### src/rtl/pe_issuer.sv
// Issue front-end for one pe instance: feeds operand triples with update strobes,
// tracks results in flight and buffers them in a credit-protected result FIFO.
module pe_issuer #(
    parameter int WIDTH          = 8,
    parameter int PSUM_WIDTH     = 16,
    parameter int PIPELINE_STAGE = 3,
    parameter int RES_DEPTH      = 4
) (
    input  logic                  clk,
    input  logic                  rst,
    input  logic                  start,
    input  logic                  flush,
    input  logic                  s_valid,
    output logic                  s_ready,
    input  logic [WIDTH-1:0]      s_data,
    input  logic [WIDTH-1:0]      s_weight,
    input  logic [PSUM_WIDTH-1:0] s_psum,
    output logic [WIDTH-1:0]      pe_data,
    output logic [WIDTH-1:0]      pe_weight,
    output logic [PSUM_WIDTH-1:0] pe_psum,
    output logic                  pe_data_update,
    output logic                  pe_weight_update,
    output logic                  pe_psum_update,
    input  logic [PSUM_WIDTH-1:0] pe_out_psum,
    input  logic                  pe_out_psum_vld,
    output logic                  m_valid,
    input  logic                  m_ready,
    output logic [PSUM_WIDTH-1:0] m_psum,
    output logic                  busy,
    output logic                  done,
    output logic                  err
);

    localparam int AW = $clog2(RES_DEPTH);
    localparam int CW = AW + 1;

    // Every issued op must have a guaranteed FIFO slot, so depth has to cover the PE latency.
    if (RES_DEPTH < PIPELINE_STAGE + 1) begin : g_depth_check
        $error("pe_issuer: RES_DEPTH must be at least PIPELINE_STAGE+1");
    end

    typedef enum logic [1:0] {
        IDLE  = 2'd0,
        RUN   = 2'd1,
        DRAIN = 2'd2
    } state_t;

    state_t                state_q, state_d;
    logic [CW-1:0]         inflight_q, inflight_d;
    logic [CW-1:0]         count_q, count_d;
    logic [AW-1:0]         wr_ptr_q, rd_ptr_q;
    logic [PSUM_WIDTH-1:0] mem_q [RES_DEPTH];
    logic [WIDTH-1:0]      pe_data_q, pe_weight_q;
    logic [PSUM_WIDTH-1:0] pe_psum_q;
    logic                  strobe_q;
    logic                  err_q;
    logic                  done_q;

    logic [CW:0] occupied;
    logic        has_credit;
    logic        issue;
    logic        fifo_empty;
    logic        fifo_full;
    logic        pop;
    logic        res_bad;
    logic        push;
    logic        drain_done;

    // Credits = RES_DEPTH - occupancy - inflight; a free credit exists while the sum is below depth.
    assign occupied   = {1'b0, count_q} + {1'b0, inflight_q};
    assign has_credit = occupied < (CW+1)'(RES_DEPTH);
    assign s_ready    = (state_q == RUN) && has_credit;
    assign issue      = s_valid && s_ready;

    assign fifo_empty = (count_q == '0);
    assign fifo_full  = (count_q == CW'(RES_DEPTH));
    assign pop        = !fifo_empty && m_ready;
    assign res_bad    = pe_out_psum_vld && ((inflight_q == '0) || (fifo_full && !pop));
    assign push       = pe_out_psum_vld && !res_bad;
    assign drain_done = (state_q == DRAIN) && (inflight_q == '0) && fifo_empty;

    always_comb begin
        state_d = state_q;
        case (state_q)
            IDLE:    if (start) state_d = RUN;
            RUN:     if (flush) state_d = DRAIN;
            DRAIN:   if (drain_done) state_d = IDLE;
            default: state_d = IDLE;
        endcase
    end

    always_comb begin
        inflight_d = inflight_q;
        case ({issue, push})
            2'b10:   inflight_d = inflight_q + 1'b1;
            2'b01:   inflight_d = inflight_q - 1'b1;
            default: inflight_d = inflight_q;
        endcase
    end

    always_comb begin
        count_d = count_q;
        case ({push, pop})
            2'b10:   count_d = count_q + 1'b1;
            2'b01:   count_d = count_q - 1'b1;
            default: count_d = count_q;
        endcase
    end

    always_ff @(posedge clk or negedge rst) begin
        if (!rst) begin
            state_q     <= IDLE;
            inflight_q  <= '0;
            count_q     <= '0;
            wr_ptr_q    <= '0;
            rd_ptr_q    <= '0;
            pe_data_q   <= '0;
            pe_weight_q <= '0;
            pe_psum_q   <= '0;
            strobe_q    <= 1'b0;
            err_q       <= 1'b0;
            done_q      <= 1'b0;
        end else begin
            state_q    <= state_d;
            inflight_q <= inflight_d;
            count_q    <= count_d;
            strobe_q   <= issue;
            done_q     <= drain_done;
            if (res_bad) err_q <= 1'b1;
            if (push) wr_ptr_q <= wr_ptr_q + 1'b1;
            if (pop) rd_ptr_q <= rd_ptr_q + 1'b1;
            if (issue) begin
                pe_data_q   <= s_data;
                pe_weight_q <= s_weight;
                pe_psum_q   <= s_psum;
            end
        end
    end

    // Storage needs no reset: occupancy alone decides which words are live.
    always_ff @(posedge clk) begin
        if (push) mem_q[wr_ptr_q] <= pe_out_psum;
    end

    assign pe_data          = pe_data_q;
    assign pe_weight        = pe_weight_q;
    assign pe_psum          = pe_psum_q;
    assign pe_data_update   = strobe_q;
    assign pe_weight_update = strobe_q;
    assign pe_psum_update   = strobe_q;
    assign m_valid          = !fifo_empty;
    assign m_psum           = fifo_empty ? '0 : mem_q[rd_ptr_q];
    assign busy             = (state_q != IDLE);
    assign done             = done_q;
    assign err              = err_q;

endmodule
### config.mk
export PLATFORM = sky130hd
export DESIGN_NAME = pe_issuer
export DESIGN_NICKNAME = d
export VERILOG_FILES = /design/src/rtl/pe_issuer.sv
export SDC_FILE = /design/constraint.sdc
export NUM_CORES = 1
export LEC_CHECK = 0
export BUFFER_PORTS_ARGS = -buffer_cell sky130_fd_sc_hd__buf_4
export CORE_AREA = 2 2 101 103
export DETAILED_ROUTE_END_ITERATION = 8
export DIE_AREA = 0 0 103 105
export MAX_ROUTING_LAYER = met4
export PLACE_DENSITY = 0.73
export SLEW_MARGIN = 20
export SYNTH_ARGS = -nofsm -noshare
export SYNTH_HDL_FRONTEND = slang
export SYNTH_SLANG_ARGS = --single-unit
### constraint.sdc
create_clock -name clk -period 2.8 [get_ports clk]
set_clock_uncertainty 0.15 [all_clocks]
set_input_delay 0.42 -clock clk [delete_from_list [all_inputs] [get_ports clk]]
set_output_delay 0.42 -clock clk [all_outputs]
set_load 0.01 [all_outputs]
## Word level (Yosys, flattened, before mapping)

Memory sizes are Yosys's and may differ from the RTL's.
Cells that the tools add are included.

| word-level totals | value |
|---|---|
| bits in registers | 47 |
| memory bits (writable) | 64 |
| logic and storage cells | 58 |
| memories kept | 1 |

Memory list:

| name | depth | width | read ports | clocked after Yosys merged registers in | wr ports | RTL line | RTL |
|---|---|---|---|---|---|---|---|
| mem_q | 4 | 16 | 1 | 0 | 1 | 52 | `logic [PSUM_WIDTH-1:0] mem_q [RES_DEPTH];` |

| operators by class | value |
|---|---|
| add/sub/neg operators | 7 |
| magnitude comparators | 1 |
| eq/ne operators | 10 |
| mux-type cells | 9 |
| reduce and logical (&&, ||, !) cells | 19 |

Operators with widths:

| cell | number |
|---|---|
| $mux 16 | 1 |
| $pmux 3 s2 | 2 |
| $logic_and 1x1->1 | 8 |
| $add 3x1->3 const B | 2 |
| $eq 2x1->1 const B | 3 |
| $eq 2x2->1 const B | 3 |
| $logic_not 3->1 | 2 |
| $mux 2 | 3 |
| $ne 2x2->1 const B | 3 |
| $pmux 2 s3 | 1 |
| $reduce_bool 2->1 | 3 |
| $sub 3x1->3 const B | 2 |
| $add 2x1->2 const B | 2 |
| $add 3x3->4 | 1 |
| $lt 4x3->1 const B | 1 |
| $eq 3x3->1 const B | 1 |
| $logic_not 1->1 | 3 |
| $reduce_and 3->1 | 1 |
| $logic_not 2->1 | 1 |
| $mux 1 | 2 |
| $logic_or 1x1->1 | 1 |

## Longest topological paths before layout

Gate-level depths: netlist of the first run.

| depth | value |
|---|---|
| depth after elaboration | 11 |
| mapped depth | 11 |
| gate-level depth less buffers | 9 |

## Worst setup path before layout of the first run

OpenSTA, ideal clock, no wires.

| timing path | value |
|---|---|
| path type | reg2reg |
| start | register inflight_q[2] |
| end | register inflight_q[2] |
| arrival | 2.680 ns |
| required time | 2.525 ns |
| slack | -0.155 ns |
| stages on the path, launching flop included | 12 |
| buffers on the path | 2 |
| period minus slack after synthesis | 2.955 ns |
| path through | dfrtp_1 -> ha_1 -> or4b_1 -> or4b_1 -> buf_6 -> buf_12 -> ha_1 -> inv_1 -> fa_1 -> xor2_1 -> nor2_1 -> xor2_1 |

| on the way | value |
|---|---|
| longest elaborated chain between the ends | 7 |

Ends and longest elaborated chain:

| element | RTL line | RTL |
|---|---|---|
| start, declared | 49 | `logic [CW-1:0] inflight_q, inflight_d;` |
| start signal, assigned | 125 | `inflight_q <= inflight_d;` |
| parallel branches: the longest is 7 deep, another holds $add 3x3->4 | - |  |

Several ways; the timed one is not identified.
A chain may end at the register's enable or synchronous reset.

## Final worst setup path of the first run

| timing path | value |
|---|---|
| start | register count_q[2] |
| end | register inflight_q[2] |

| on the way | value |
|---|---|
| longest elaborated chain between the ends | 11 |

Ends and longest elaborated chain:

| element | RTL line | RTL |
|---|---|---|
| start, declared | 50 | `logic [CW-1:0] count_q, count_d;` |
| start signal, assigned | 126 | `count_q <= count_d;` |
| parallel branches: the longest is 11 deep, another holds $add 3x3->4 | - |  |

Several ways; the timed one is not identified.

==> summary.md, run 1 <==
| Metric | Value |
|---|---|
| Run status | completed |
| Leakage | ~2.5 nW |
| Reg2reg path depth | 9 |
| Worst skew pair latency | 0.36 ns |
| Area contributors post-synth | edfxtp_1, dfrtp_1, mux2_4 |
| 1st-pass router iterations | 4 |
| Clock network power share | 0.149 |
| Number of buffers added on ports | between 100 and 150 |
| Relative slew slack | 0.425 |
| CP Capture Type | flop |
| Largest net degree at the start of global routing | 48 |
| Slew Limit Fails | 0 |
| Longest Clk Path Bufs | 2 |
| Synth Warn # | 0 |
| Die area | about 11000 um2 |
| Clock-pin transition on the worst setup and hold timing paths | roughly 0.11 ns |
| WP data required | just under 3 ns |
| Hold depth | 1 |
| DRC viols | 0 |
| Bufs and invs on worst path | 1 |
| Wire length of the first global-routing pass | about 13000 um |
| Delay-heaviest family, CP | simple AND/OR/NAND/NOR gates |
| Via Count | about 2400 |
| Synth unique cells | 31 |
| Final setup viols | 0 |
| Max Freq | 367 MHz |
| Worst path slowest cell | or4b_4 |
| Dpl hpwl | approximately 5500 um |
| Top Usage Layer GRT | met2 |
| Placed insts | 491 |
| Post-route ant nets | 0 |
| Hold Crit Class | input pin to flop |
| Initial core utilization | 0.476 |
| GR Util met2 | 0.246 |
| Syn-to-layout area delta | 26.4% |
| Syn avg cell area | ~19 um2 |
| Area leader, netlist | edfxtp_1 |
| Worst setup SP type | flop |
| CTS H-tree depth | 3 |
| Placer Congestion | 0.716 |
| DR iter-0 viols | 55 |
| Crit path cell chain | ha_1 > or4b_4 > or4b_4 > ha_4 > inv_2 > fa_2 > xor2_1 > nor2_1 > xor2_1 |
| FP Rows | 36 |
| Tot Pwr | between 6 and 7 mW |
| Sink Count | 111 |
| Commonest non-fill, non-tap cell in the layout | buf_4 |
| Commonest cells after routing, fill and taps aside | buf_4, edfxtp_1, dfrtp_1, mux2_4, and2_1 |
| Comb power frac | 0.438 |
| Sequential area share after synthesis | 0.675 |
| Pwr Density | about 1000 nW/um2 |
| Core area | 9640 um2 |
| Met3 Usage GRT | 0.0515 |
| Seq cells post-synth | 111 |
| Mapped Area | around 4600 um2 |
| Worst-Margin Slew | between 0.8 and 0.9 ns |
| Met1 usage | 0.213 |
| CP Class | flop to flop |
| Via density | between 4 and 5 |
| Nets | about 440 |
| Root Buffer | clkbuf_8 |
| IO Count | roughly 110 |
| Die W | around 100 um |
| Fin crit share | 0.973 |
| Die Span Y | approximately 110 um |
| Worst path max stage delay | 0.55 ns |
| Final wirelength | 8100 um |
| Initial antenna violation count | 0 |
| Non-filler cells, final | slightly above 500 |
| Total congestion overflow | 0 |
| Vias in the first global route | 2696 |
| # diodes | 0 |
| CTS tree | built |
| Yosys top cell area share | 0.419 |
| Net Sw Frac | 0.316 |
| Mean routed wirelength per cell | 15.9 um |
| Layout cells sized above 1 | 0.519 |
| Max IR drop VDD | between 0.5 and 0.6 mV |
| Post-route setup slack | between 0.07 and 0.08 ns |
| Sequential power share | 0.414 |
| Syn Inst Count | 246 |
| Sw power | approximately 1.9 mW |
| Hold Fails Final Rpt | 0 |
| Crit path DAT | approximately 2.8 ns |
| Critical path depth in cells | 9 |
| Hold WS | approximately 0.096 ns |
| Max-cap violations | 0 |
| Crit path max fanout | 2 |
| Total GRT Usage | 0.163 |
| Syn nets | ~310 |
| Unrepaired setup endpoints after global routing | yes |
| Pre-CTS WS | -0.0460 ns |
| Min Tclk post-route | 2.72 ns |
| P_int | 4.16 mW |
| CTS buffer count | 9 |
==> through the flow <==
| stage | util | TNS (ns) | instance area [um2] |
|---|---|---|---|
| 6_report | 0.601 | 0 | 5800 |
| 5_1_grt | 0.601 | -0.0434 | 5800 |
| 4_1_cts | 0.600 | 0 | 5780 |
| 3_5_place_dp | 0.579 | -0.554 | 5580 |
| 3_3_place_gp | 0.579 | -0.0100 | 5580 |
| 2_1_floorplan | - | -0.127 | 4600 |
==> path summary, 6_finish.rpt <==
check / from / endpoint / slack [ns]
max in group asynchronous: rst / inflight_q[1] / 1.66
min in group asynchronous: rst / pe_data[6] / 0.44
hold reg to reg: err / err / 0.34
hold / removal: pe_out_psum[11] / mem_q[3][11] / 0.1
setup reg to reg: count_q[2] / inflight_q[2] / 0.08
setup / recovery: count_q[2] / inflight_q[2] / 0.08
==> registers in the layout, indices dropped and copies added, names as in the netlist <==
register        flops
inflight_q          3
mem_q              64
pe_psum            16
err                 1
wr_ptr_q            2
pe_data             8
count_q             3
pe_weight           8
done                1
pe_data_update      1
state_q             2
rd_ptr_q            2
==> cell type report <==
class	count	area (um2)
fillers	798	3840
flip-flops and latches	111	3100
multi-input cells	111	1360
repair buffers	125	941
well taps	133	166
clock buffers	9	124
clock inverters	7	61.3
inverters	13	48.8
==> power groups by stage <==
stage	Combinational, mW	Clock [mW]	Sequential [mW]
after global routing	2.92	1.01	2.57
after floorplan	1.50	0	2.61
after global placement	2.62	0	2.53
final	2.66	0.905	2.52
after detailed placement	2.69	0	2.54
after CTS	2.69	0.934	2.52
==> kinds of logic after synthesis <==
logic type,synth area share
adders and majority gates,0.0306
muxes,0.189
and+or+nand+nor,0.0494
AOI/OAI and AO/OA,0.00464
DFF,0.675
xor gates and xnor gates,0.0172
buffers and inverters,0.0338
==> routing by layer <==
layer / share of wire / up-vias
met5: 0 / -
met4: 0.010 / 0
met3: 0.075 / 6
met2: 0.46 / 93
met1: 0.45 / 1196
li1: - / 1150
==> cell usage after synthesis <==
cell and count:
inv_1 13, nor3b_1 1, and2_1 21, mux4_2 16, or2_2 1, or4b_1 2, buf_2 1, buf_6 1
ha_1 8, buf_1 1, a31o_2 1, mux2_2 5, buf_12 3, mux2i_1 3, dfrtp_1 47, nor2_1 3
edfxtp_1 64, a211oi_1 1, nand2b_1 1, nand3_1 1, buf_4 2, xnor2_1 4, nand2_1 1, mux2_4 28
xor2_1 5, clkbuf_1 3, nor3_1 4, o21ai_0 1, and3_1 1, fa_1 2, nor4b_1 1
==> repair_timing <==
action                     in CTS  in global routing
hold endpoints to repair       47                  0
gates resized for setup         1                  2
hold buffers                    1                  0
pin swaps                       0                  5
setup endpoints to repair      34                  1
setup buffers                   0                  1
(Power assumes the default switching activity.)
==> inputs of run 2 (changes only) <==
==> constraint.sdc (replaced) <==
create_clock -name clk -period 2.8 [get_ports clk]
set_clock_uncertainty 0.15 [all_clocks]
set_input_delay 0.42 -clock clk [delete_from_list [all_inputs] [get_ports clk]]
set_output_delay 0.42 -clock clk [all_outputs]
set_load 0.02 [all_outputs]
==> summary.md, run 2 (synthesis gave the netlist of run 1 again) <==
| Metric | Value |
|---|---|
| WP data required | 2.89 ns (was 2.90 ns) |
| Worst setup SP type | flop (unchanged) |
| Unrepaired setup endpoints after global routing | no (was yes) |
| Layout cells sized above 1 | 0.515 (was 0.519) |
| Worst skew pair latency | 0.36 ns (about the same) |
| Commonest cells after routing, fill and taps aside | buf_4, edfxtp_1, dfrtp_1, mux2_4, and2_1 (unchanged) |
| Reg with most FFs | mem_q (unchanged) |
| Sink Count | 111 (unchanged) |
| Placer Congestion | 0.708 (was 0.716) |
| # diodes | 0 (unchanged) |
| Worst-Margin Slew | 0.857 ns (was 0.863 ns) |
| Max-cap violations | 0 (unchanged) |
| CTS tree | built (unchanged) |
| Crit path max fanout | 2 (unchanged) |
| Total GRT Usage | 0.163 (about the same) |
| Clock-pin transition on the worst setup and hold timing paths | 0.11 ns (about the same) |
| Root Buffer | clkbuf_8 (unchanged) |
| Relative slew slack | 0.429 (was 0.425) |
| Finished layout cell area | 5790 um2 (was 5800 um2) |
| Via Count | 2497 (was 2445) |
| Initial antenna violation count | 0 (unchanged) |
| Fin crit share | 0.968 (was 0.973) |
| Pwr Density | 1110 nW/um2 (was 1050 nW/um2) |
| Largest net degree at the start of global routing | 48 (unchanged) |
| Slew Limit Fails | 0 (unchanged) |
| Max Freq | 369 MHz (was 367 MHz) |
| Leakage | 2.52 nW (was 2.53 nW) |
| Tot Pwr | 6.41 mW (was 6.08 mW) |
| Die area | 10800 um2 (unchanged) |
| IO Count | 111 (unchanged) |
| Register Area | 3100 um2 (unchanged) |
| Max IR drop VDD | 0.525 mV (was 0.547 mV) |
| Final setup viols | 0 (unchanged) |
| Core area | 9640 um2 (unchanged) |
| Hold Crit Class | input pin to flop (unchanged) |
| CP Class | flop to flop (unchanged) |
| Post-route ant nets | 0 (unchanged) |
| Pre-CTS WS | -0.0483 ns (was -0.0460 ns) |
| Wire length of the first global-routing pass | 13100 um (about the same) |
| Dpl hpwl | 5610 um (was 5540 um) |
| Nets | 435 (was 436) |
| Vias in the first global route | 2613 (was 2696) |
| Footprint of the multi-input gates | 1350 um2 (was 1360 um2) |
| Max reg flops | 64 (unchanged) |
| Hold Fails Final Rpt | 0 (unchanged) |
| Initial core utilization | 0.476 (unchanged) |
| Run status | completed (unchanged) |
| Commonest non-fill, non-tap cell in the layout | buf_4 (unchanged) |
| Die W | 103 um (unchanged) |
| Syn-to-layout area delta | 26.2% (was 26.4%) |
| Total congestion overflow | 0 (unchanged) |
| Number of buffers added on ports | 110 (unchanged) |
| FP Rows | 36 (unchanged) |
| Mean routed wirelength per cell | 16.2 um (was 15.9 um) |
| DRC viols | 0 (unchanged) |
| Post-route setup slack | 0.0896 ns (was 0.0765 ns) |
| Min Tclk post-route | 2.71 ns (was 2.72 ns) |
| Longest Clk Path Bufs | 2 (unchanged) |
| CTS buffer count | 9 (unchanged) |
| Final wirelength | 8220 um (was 8100 um) |
| Crit path DAT | 2.80 ns (was 2.83 ns) |
| Placed cell area | 5580 um2 (unchanged) |
| Layout fillers | 764 (was 798) |
| CP Capture Type | flop (unchanged) |
| DR iter-0 viols | 73 (was 55) |
| 1st-pass router iterations | 4 (unchanged) |
| Die Span Y | 105 um (unchanged) |
| CTS H-tree depth | 3 (unchanged) |
| Via density | 4.92 (was 4.80) |
-- run 2: cell count changes in the layout (fill, tap and decap cells not counted), sizes merged --
cell      change
inv           -2
buf           -1
clkbuf        +1
clkinvlp      +1
-- run 2: cell type report --
type	count	share of cell area
clock buffers	10	0.0238
clock inverters	6	0.00908
inverters	13	0.00843
multi-input cells	111	0.233
flip-flops and latches	111	0.535
well taps	133	0.0288
repair buffers	124	0.161
-- run 2: where the power goes --
| group | internal [mW] | switching, mW | total, mW |
|---|---|---|---|
| clock network | 0.363 | 0.552 | 0.915 |
| logic | 1.55 | 1.44 | 2.98 |
| registers | 2.27 | 0.244 | 2.51 |
| total | 4.18 | 2.23 | 6.41 |
-- run 2: repair_timing --
action,CTS,global route
hold buffers,1,0
buffers inserted,0,0
hold endpoints to repair,47,0
setup endpoints to repair,31,0
resized for setup,1,0
-- run 2: worst max-delay path, stage by stage (launching register included) --
cell	delay [ns]
dfrtp_1	0.39
ha_1	0.29
or4b_1	0.49
or4b_4	0.53
ha_4	0.19
inv_2	0.05
fa_1	0.17
xor2_1	0.15
nor2_1	0.07
xor2_1	0.14
-- run 2: metal layers --
layer  share of wire  global-route usage
met5               0                   -
met4           0.011              0.0536
met3           0.063              0.0361
met2            0.47               0.255
met1            0.45               0.212
-- run 2: final timing paths --
kind	from	to	slack, ns	cells past startpoint
worst max-delay path	inflight_q[2]	inflight_q[2]	0.09	9
min in group asynchronous	rst	pe_data[1]	0.45	2
worst max register to register	inflight_q[2]	inflight_q[2]	0.09	9
max in group asynchronous	rst	wr_ptr_q[1]	1.64	2
worst min-delay path	pe_out_psum[8]	mem_q[1][8]	0.10	1
worst min register to register	rd_ptr_q[1]	rd_ptr_q[1]	0.33	1
-- run 2: metrics by stage --
stage | hold WS (ns) | std cells | TNS, ns | utilization
floorplan | -0.0256 | 246 | -0.127 | -
global placement | 0.310 | 491 | -0.00806 | 0.579
detailed placement | 0.314 | 491 | -0.196 | 0.579
CTS | 0.0817 | 508 | 0 | 0.600
global route | 0.0819 | 508 | 0 | 0.600
finish | 0.100 | 508 | 0 | 0.600
==> inputs of run 3 (changes only) <==
--- a/config.mk
+++ b/config.mk
@@ -6,11 +6,11 @@
 export NUM_CORES = 1
 export LEC_CHECK = 0
 export BUFFER_PORTS_ARGS = -buffer_cell sky130_fd_sc_hd__buf_4
-export CORE_AREA = 2 2 101 103
+export CORE_AREA = 2 2 93 95
 export DETAILED_ROUTE_END_ITERATION = 8
-export DIE_AREA = 0 0 103 105
+export DIE_AREA = 0 0 95 97
 export MAX_ROUTING_LAYER = met4
-export PLACE_DENSITY = 0.73
+export PLACE_DENSITY = 0.81
 export SLEW_MARGIN = 20
 export SYNTH_ARGS = -nofsm -noshare
 export SYNTH_HDL_FRONTEND = slang
==> constraint.sdc (replaced) <==
create_clock -name clk -period 3.25 [get_ports clk]
set_clock_uncertainty 0.15 [all_clocks]
set_input_delay 0.4875 -clock clk [delete_from_list [all_inputs] [get_ports clk]]
set_output_delay 0.4875 -clock clk [all_outputs]
set_load 0.02 [all_outputs]
==> summary.md, run 3 (synthesis gave the netlist of run 1 again) <==
| Metric | Value |
|---|---|
| Sink Count | 111 (unchanged) |
| Clock-pin transition on the worst setup and hold timing paths | 0.11 ns (about the same) |
| Critical path depth in cells | 9 (unchanged) |
| Crit path max fanout | 3 (was 2) |
| Final setup viols | 0 (unchanged) |
| Crit path cell chain | ha_1 > or4b_1 > or4b_2 > ha_1 > inv_1 > fa_1 > xor2_1 > nor2_1 > xor2_1 (was ha_1 > or4b_1 > or4b_4 > ha_4 > inv_2 > fa_1 > xor2_1 > nor2_1 > xor2_1) |
| Worst path slowest cell | or4b_2 (was or4b_4) |
| R2R Setup Slk | 0.26 ns (was 0.09 ns) |
| Max IR drop VDD | 0.546 mV (was 0.525 mV) |
| Pwr Density | 967 nW/um2 (was 1110 nW/um2) |
| Reg2reg start | inflight_q[2] (unchanged) |
| Placed insts | 458 (was 491) |
| Pre-CTS WS | 0.288 ns (was -0.0483 ns) |
| Commonest cells after routing, fill and taps aside | buf_4, edfxtp_1, dfrtp_1, mux2_4, and2_1 (unchanged) |
| Max reg flops | 64 (unchanged) |
| DRC viols | 0 (unchanged) |
| Via density | 5.23 (was 4.92) |
| Die Span Y | 97 um (was 105 um) |
| FP Rows | 33 (was 36) |
| Delay-heaviest family, CP | simple AND/OR/NAND/NOR gates (unchanged) |
| CTS buffer count | 9 (unchanged) |
| Placer Congestion | 0.824 (was 0.708) |
| Slew Limit Fails | 0 (unchanged) |
| Hold Crit Class | input pin to flop (unchanged) |
| Initial core utilization | 0.564 (was 0.476) |
| Total congestion overflow | 0 (unchanged) |
| Post-CTS sizing | 0 (was 1) |
| Critical Path End | inflight_q[2] (unchanged) |
| Post-route ant nets | 0 (unchanged) |
| Leakage | 2.51 nW (was 2.52 nW) |
| Initial antenna violation count | 0 (unchanged) |
| Via Count | 2483 (was 2497) |
| Fin crit share | 0.920 (was 0.968) |
| Wire length of the first global-routing pass | 13300 um (was 13100 um) |
| 1st-pass router iterations | 4 (unchanged) |
| Dpl hpwl | 5650 um (was 5610 um) |
| IO Count | 111 (unchanged) |
| Total GRT Usage | 0.201 (was 0.163) |
| Crit path from | inflight_q[2] (unchanged) |
| Die W | 95 um (was 103 um) |
| WP data required | 3.36 ns (was 2.89 ns) |
| Largest net degree at the start of global routing | 48 (unchanged) |
| Relative slew slack | 0.455 (was 0.429) |
| Nets | 430 (was 435) |
| Bufs and invs on worst path | 1 (unchanged) |
| Post-route setup slack | 0.261 ns (was 0.0896 ns) |
| Worst-Margin Slew | 0.818 ns (was 0.857 ns) |
| Core area | 8130 um2 (was 9640 um2) |
| Max-cap violations | 0 (unchanged) |
| Die area | 9220 um2 (was 10800 um2) |
| Layout fillers | 530 (was 764) |
| Final setup TNS | 0 ns (unchanged) |
| Max Freq | 335 MHz (was 369 MHz) |
| Min Tclk post-route | 2.99 ns (was 2.71 ns) |
| Syn-to-layout area delta | 24.5% (was 26.2%) |
| Number of buffers added on ports | 110 (unchanged) |
| Worst setup SP type | flop (unchanged) |
| Mean routed wirelength per cell | 17.2 um (was 16.2 um) |
| Longest Clk Path Bufs | 2 (unchanged) |
| Worst skew pair latency | 0.37 ns (was 0.36 ns) |
| DR iter-0 viols | 103 (was 73) |
| CP Class | flop to flop (unchanged) |
| Run status | completed (unchanged) |
| Non-filler cells, final | 475 (was 508) |
| Final wirelength | 8190 um (was 8220 um) |
| Reg with most FFs | mem_q (unchanged) |
| Reg2reg path depth | 9 (unchanged) |
| CTS H-tree depth | 3 (unchanged) |
| Worst path max stage delay | 0.65 ns (was 0.53 ns) |
| CTS tree | built (unchanged) |
| Unrepaired setup endpoints after global routing | no (unchanged) |
| Crit path DAT | 3.10 ns (was 2.80 ns) |
| RR Endpoint | inflight_q[2] (unchanged) |
| # diodes | 0 (unchanged) |
| Commonest non-fill, non-tap cell in the layout | buf_4 (unchanged) |
| Layout cells sized above 1 | 0.500 (was 0.515) |
| Hold Fails Final Rpt | 0 (unchanged) |
| CP Capture Type | flop (unchanged) |
| Vias in the first global route | 2764 (was 2613) |
| Root Buffer | clkbuf_8 (unchanged) |
==> run 3: repair_timing <==
item,in CTS,in global routing
hold buffers,1,0
setup buffers,0,0
hold endpoints to repair,47,0
==> run 3: how the worst min path moves through the flow <==
stage,start,to,slack (ns),cells after the start
floorplan,rst,count_q[0],0.04,0
global placement,err,err,0.30,1
detailed placement,err,err,0.33,1
CTS,pe_out_psum[10],mem_q[2][10],0.14,1
global route,pe_out_psum[10],mem_q[0][10],0.13,1
finish,pe_out_psum[10],mem_q[0][10],0.15,1
==> run 3: layout make-up <==
type / instances / area (um2) / share of cell area
flip-flops and latches: 111 / 3100 / 0.542
multi-input cells: 111 / 1330 / 0.234
repair buffers: 119 / 896 / 0.157
well taps: 105 / 131 / 0.0230
clock buffers: 10 / 128 / 0.0223
clock inverters: 6 / 76.3 / 0.0134
inverters: 13 / 48.8 / 0.00854
==> run 3: where the power goes <==
group | switching, mW | internal (mW) | total (mW) | leakage [nW]
registers | 0.291 | 1.95 | 2.24 | 1.16
clock network | 0.463 | 0.370 | 0.834 | 0.103
logic | 1.17 | 1.28 | 2.45 | 1.25
==> run 3: routing by layer <==
metal  track usage  wire length, um  part of all wire
met5             -                0                 0
met4        0.0691              132             0.016
met3        0.0452              375             0.046
met2         0.338             4420              0.54
met1         0.238             3260              0.40
==> run 3: metrics by stage <==
stage | area [um2] | util | power (mW) | hold WS [ns]
after floorplan | 4590 | - | 3.81 | 0.0419
after global placement | 5500 | 0.676 | 4.66 | 0.302
after detailed placement | 5500 | 0.676 | 4.75 | 0.329
after CTS | 5710 | 0.702 | 5.58 | 0.140
after global routing | 5710 | 0.702 | 5.85 | 0.135
final | 5710 | 0.702 | 5.52 | 0.153
